File: src/rtl/anim_sequencer.sv
// anim_sequencer: sprite-animation frame sequencer.
// A clock divider produces the frame-step tick; a small FSM (IDLE/PLAY/PAUSE/DONE)
// steps the frame index in loop, ping-pong, one-shot or hold mode, and a
// registered sprite-ROM address {frame, pix_y, pix_x} is produced for the pixel path.
// Optional build macro ANIM_SEQUENCER_FRAME_SYNC_EN adds a vsync input; the
// displayed frame then only updates on vsync to avoid mid-screen tearing.
module anim_sequencer #(
  parameter int FRAMES   = 16,
  parameter int TICK_DIV = 33554432,
  parameter int ADDR_X_W = 8,
  parameter int ADDR_Y_W = 8,
  localparam int FRAME_W = (FRAMES > 1) ? $clog2(FRAMES) : 1
) (
  input  logic                                 clk,
  input  logic                                 rst_n,
  input  logic                                 start,
  input  logic                                 stop,
  input  logic                                 pause,
  input  logic [1:0]                           mode,
  input  logic [ADDR_X_W-1:0]                  pix_x,
  input  logic [ADDR_Y_W-1:0]                  pix_y,
`ifdef ANIM_SEQUENCER_FRAME_SYNC_EN
  input  logic                                 vsync,
`endif
  output logic [FRAME_W-1:0]                   frame,
  output logic [FRAME_W+ADDR_Y_W+ADDR_X_W-1:0] rom_addr,
  output logic                                 busy,
  output logic                                 step_tick,
  output logic                                 done
);

  localparam int CNT_W = $clog2(TICK_DIV);
  localparam logic [CNT_W-1:0]   LAST    = CNT_W'(TICK_DIV - 1);
  localparam logic [CNT_W-1:0]   LAST_M1 = CNT_W'(TICK_DIV - 2);
  localparam logic [CNT_W-1:0]   C_ONE   = CNT_W'(1);
  localparam logic [FRAME_W-1:0] F_LAST  = FRAME_W'(FRAMES - 1);
  localparam logic [FRAME_W-1:0] F_ONE   = FRAME_W'(1);

  typedef enum logic [1:0] {IDLE, PLAY, PAUSE, DONE} state_t;
  typedef enum logic [1:0] {M_LOOP, M_PING, M_ONCE, M_HOLD} mode_t;

  state_t             state;
  mode_t              mode_q;
  logic [CNT_W-1:0]   cnt;
  logic [FRAME_W-1:0] frame_i;
  logic               dir_up;

  // Playback FSM: divider, frame stepping and registered status pulses.
  // step_tick is registered one cycle ahead so it is high exactly during the
  // PLAY cycle whose counter value is LAST. A step already announced by
  // step_tick completes even if pause rises in that same cycle.
  always_ff @(posedge clk or negedge rst_n) begin
    if (!rst_n) begin
      state     <= IDLE;
      mode_q    <= M_LOOP;
      cnt       <= '0;
      frame_i   <= '0;
      dir_up    <= 1'b1;
      busy      <= 1'b0;
      step_tick <= 1'b0;
      done      <= 1'b0;
    end else begin
      step_tick <= 1'b0;
      done      <= 1'b0;
      if (stop) begin
        state   <= IDLE;
        cnt     <= '0;
        frame_i <= '0;
        dir_up  <= 1'b1;
        busy    <= 1'b0;
      end else if (start) begin
        state   <= PLAY;
        mode_q  <= mode_t'(mode);
        cnt     <= '0;
        frame_i <= '0;
        dir_up  <= 1'b1;
        busy    <= 1'b1;
      end else begin
        unique case (state)
          PLAY: begin
            state     <= pause ? PAUSE : PLAY;
            step_tick <= !pause && (cnt == LAST_M1);
            if (cnt == LAST) begin
              cnt <= '0;
              unique case (mode_q)
                M_LOOP: frame_i <= (frame_i == F_LAST) ? '0 : frame_i + F_ONE;
                M_PING: begin
                  if (FRAMES > 1) begin
                    if (dir_up) begin
                      if (frame_i == F_LAST) begin
                        dir_up  <= 1'b0;
                        frame_i <= frame_i - F_ONE;
                      end else begin
                        frame_i <= frame_i + F_ONE;
                      end
                    end else begin
                      if (frame_i == '0) begin
                        dir_up  <= 1'b1;
                        frame_i <= frame_i + F_ONE;
                      end else begin
                        frame_i <= frame_i - F_ONE;
                      end
                    end
                  end
                end
                M_ONCE: begin
                  if (frame_i == F_LAST) begin
                    state <= DONE;
                    busy  <= 1'b0;
                    done  <= 1'b1;
                  end else begin
                    frame_i <= frame_i + F_ONE;
                  end
                end
                M_HOLD: frame_i <= frame_i;
              endcase
            end else if (!pause) begin
              cnt <= cnt + C_ONE;
            end
          end
          PAUSE: begin
            if (!pause) begin
              state     <= PLAY;
              step_tick <= (cnt == LAST);
            end
          end
          default: state <= state;
        endcase
      end
    end
  end

`ifdef ANIM_SEQUENCER_FRAME_SYNC_EN
  logic [FRAME_W-1:0] frame_disp;

  // Displayed frame: loaded from the internal index only on vsync.
  always_ff @(posedge clk or negedge rst_n) begin
    if (!rst_n)             frame_disp <= '0;
    else if (stop || start) frame_disp <= '0;
    else if (vsync)         frame_disp <= frame_i;
  end

  assign frame = frame_disp;
`else
  assign frame = frame_i;
`endif

  // Sprite-ROM address, registered every cycle.
  always_ff @(posedge clk or negedge rst_n) begin
    if (!rst_n) rom_addr <= '0;
    else        rom_addr <= {frame, pix_y, pix_x};
  end

endmodule

File: config.mk
export PLATFORM = sky130hd
export DESIGN_NAME = anim_sequencer
export DESIGN_NICKNAME = d
export VERILOG_FILES = /design/src/rtl/anim_sequencer.sv
export SDC_FILE = /design/constraint.sdc
export NUM_CORES = 1
export LEC_CHECK = 0
export ABC_CLOCK_PERIOD_IN_PS = 3300
export CAP_MARGIN = 20
export CORE_MARGIN = 8
export CORE_UTILIZATION = 56
export CTS_CLUSTER_SIZE = 28
export DETAILED_ROUTE_END_ITERATION = 16
export PLACE_DENSITY_LB_ADDON = 0.05
export SYNTH_ARGS = -nofsm -noshare
export SYNTH_HDL_FRONTEND = slang
export SYNTH_SLANG_ARGS = --single-unit
export TNS_END_PERCENT = 10
File: constraint.sdc
create_clock -name clk -period 3.3 [get_ports clk]
set_input_delay 0.33 -clock clk [delete_from_list [all_inputs] [get_ports clk]]
set_output_delay 0.33 -clock clk [all_outputs]
set_load 0.01 [all_outputs]
==> results.md <==
* Run status: finished clean
* CTS Sinks at 57
* Clock Latency Late Sink at 340 ps
* Overall Global Routing Usage at 0.183
* N_diodes at 0
* DR iter-0 viols at 170
* Htree depth at 3
* Tcrit/Tclk final at 0.721
* VDD IR max at 0.336 mV
* Pre-CTS setup slack at 998 ps
* CP endpoint kind: flop
* Count of cell types in the netlist at 52
* Worst path arrival time at ~2600 ps
* Number of flops mapped to enable cells by yosys at 0
* Peak fanout along the critical path at 14
* Fill count at about 370
* Post-Syn Nets at 315
* IO buf count at 49
* Worst path required time at 3560 ps
* Die width at 86.9 microns
* Synth cell count leaders: dfrtp_1 (56), nor2_1 (27), nand2_1 (23), o21ai_0 (16)
* CTS max path bufs at 2
* Final Slew Violations at 0
* Post-synth ARST share at 1.00
* Fmax at 420 MHz
* Largest net degree at the start of global routing at 46
* Final clock skew at 8.76 ps
* Starting Density at 0.565
* Synthesis-to-layout area growth at 27.4%
* DR DRC count at 0
* CTS tree: yes
* Maxcap violations at 0
* Top Ports at 50
* Pwr per Cell Area at 435 nW/um^2
* Synth Register Bits at 57
* Antenna violations before repair at 0
* Crit Path Category: reg2reg
* Dominant synthesized flop cell: dfrtp_1
* Setup slack after layout at between 900 and 1000 ps
* Reg clk slew, reported paths at about 70 ps
* Core Region at between 4000 and 5000 sq um
* Drt total wl at 6570 microns
* Sequential share of the synthesized area at 0.507
* NumNets Final at 370
* Slew @ Worst Pin at just under 600 ps
* Num CTS Buffers at 9
* Yosys top cell by area: dfrtp_1
* Post-CTS resize count at 0
* Clock root buffer: clkbuf_8
* Layout cells sized above 1 at 0.108
* Ranking of synthesized cells by area: dfrtp_1 (50%), ha_1 (4.0%), nor2_1 (3.6%)
* Drt first pass iters at 4
* Final setup violation count at 0
* Routed Antenna Nets at 0
* Setup TNS at 0 ps
* Wire length per cell at 15.9 microns
* RSZ-0062 raised after global routing: false
* Post-synthesis cell count at 283
* Die area at 7550 sq um
* Yosys Warn Count at 0
* First-pass GRT wire length at 10800 microns
* Detailed-route via count at 2362
* Hold Violations, Final at 0
* Hold Path Class: in2async
* Final GP Congestion at 0.848
* Row count at 26
* Most frequent cell after synthesis: dfrtp_1
* Dpl hpwl at 4510 microns
* Cell Area, Synth at 2810 sq um
* Number of global-route vias before repair at 2260
* Lkg Pwr at around 1.4 nW
* Post-Synthesis Mean Instance Area at 9.94 sq um
* Tmin final at 2380 ps
* Relative slew slack at 0.601
* Crit start category: flop
* Synth top area share at 0.498
* Die span in y at between 80 and 90 microns
* Via density at 5.72
* Total gr overflow at 0
[where the power goes]
part,leakage [nW],internal [mW],total [mW],switching [mW]
combinational,0.603,0.0850,0.181,0.0959
clock,0.0974,0.368,0.645,0.277
sequential,0.748,0.719,0.733,0.0141
total,1.45,1.17,1.56,0.387
[timing repair]
item	CTS	global route
hold buffers	0	1
hold endpoints to repair	0	12
setup buffers	0	0
[critical path, stage by stage, from the launching register on]
cell and delay (ps):
dfrtp_1 420, nand3_1 190, nor4_4 530, a41oi_2 380, or4b_1 600, a21oi_1 170
[final cells by class]
| class | instances | area [sq um] | area share |
|---|---|---|---|
| Clock inverter | 3 | 40.0 | 0.0112 |
| Inverter | 10 | 37.5 | 0.0105 |
| Timing Repair Buffer | 54 | 538 | 0.150 |
| Sequential cell | 57 | 1430 | 0.398 |
| Clock buffer | 13 | 149 | 0.0415 |
| Tap cell | 70 | 87.6 | 0.0244 |
| Multi-Input combinational cell | 206 | 1310 | 0.364 |
[state kept, by name (all words and copies together), names as in the netlist]
| name | cells |
|---|---|
| busy | 1 |
| cnt | 25 |
| dir_up | 1 |
| done | 1 |
| frame | 4 |
| mode_q | 2 |
| rom_addr | 20 |
| state | 2 |
| step_tick | 1 |
[stage by stage]
step	std cells	cell area [sq um]	power, mW	hold WS (ps)	util
after CTS	411	3560	1.56	211	0.714
after global routing	413	3590	1.61	430	0.720
final	413	3590	1.56	409	0.720
after detailed placement	395	3370	0.924	496	0.676
after global placement	395	3370	0.918	474	0.676
after floorplan	283	2810	0.827	34.4	-
[kinds of logic after synthesis]
family | after synthesis | share of synthesized area
xor+xnor | 11 | 0.0342
fa+ha+maj | 9 | 0.0400
compound gates | 61 | 0.145
flops | 57 | 0.507
buf+inv | 20 | 0.0285
simple gates | 122 | 0.233
mux | 3 | 0.0116
[layout by cell type (no fill, tap or decap), types with 5 or more instances in the layout]
master,n
dfrtp_1,56
clkdlybuf4s50_1,48
nor2_1,27
nand2_1,23
o21ai_0,16
nand3_1,14
a21oi_1,14
nand4_1,13
xor2_1,11
inv_1,10
clkbuf_8,10
nor3_1,9
ha_1,9
and3_1,6
or3_1,6
o31ai_1,5
[final timing paths]
kind	from	to	slack, ps	cells after the start
worst max-delay path	cnt[17]	cnt[22]	920	5
worst min-delay path	rst_n	cnt[23]	410	2
worst max register to register	cnt[17]	cnt[22]	920	5
worst min register to register	cnt[24]	cnt[24]	540	2
max in group asynchronous	rst_n	dir_up	2090	4
min in group clk	pix_y[1]	rom_addr[9]	440	1
[layer usage]
layer | vias up | part of all wire | GRT usage
met3 | 9 | 0.054 | 0.0377
met1 | 1151 | 0.44 | 0.219
met4 | 0 | 0.015 | 0.100
met5 | - | 0 | 0
met2 | 62 | 0.50 | 0.300
li1 | 1140 | - | -
No activity file was read; power rests on OpenSTA's default activity.
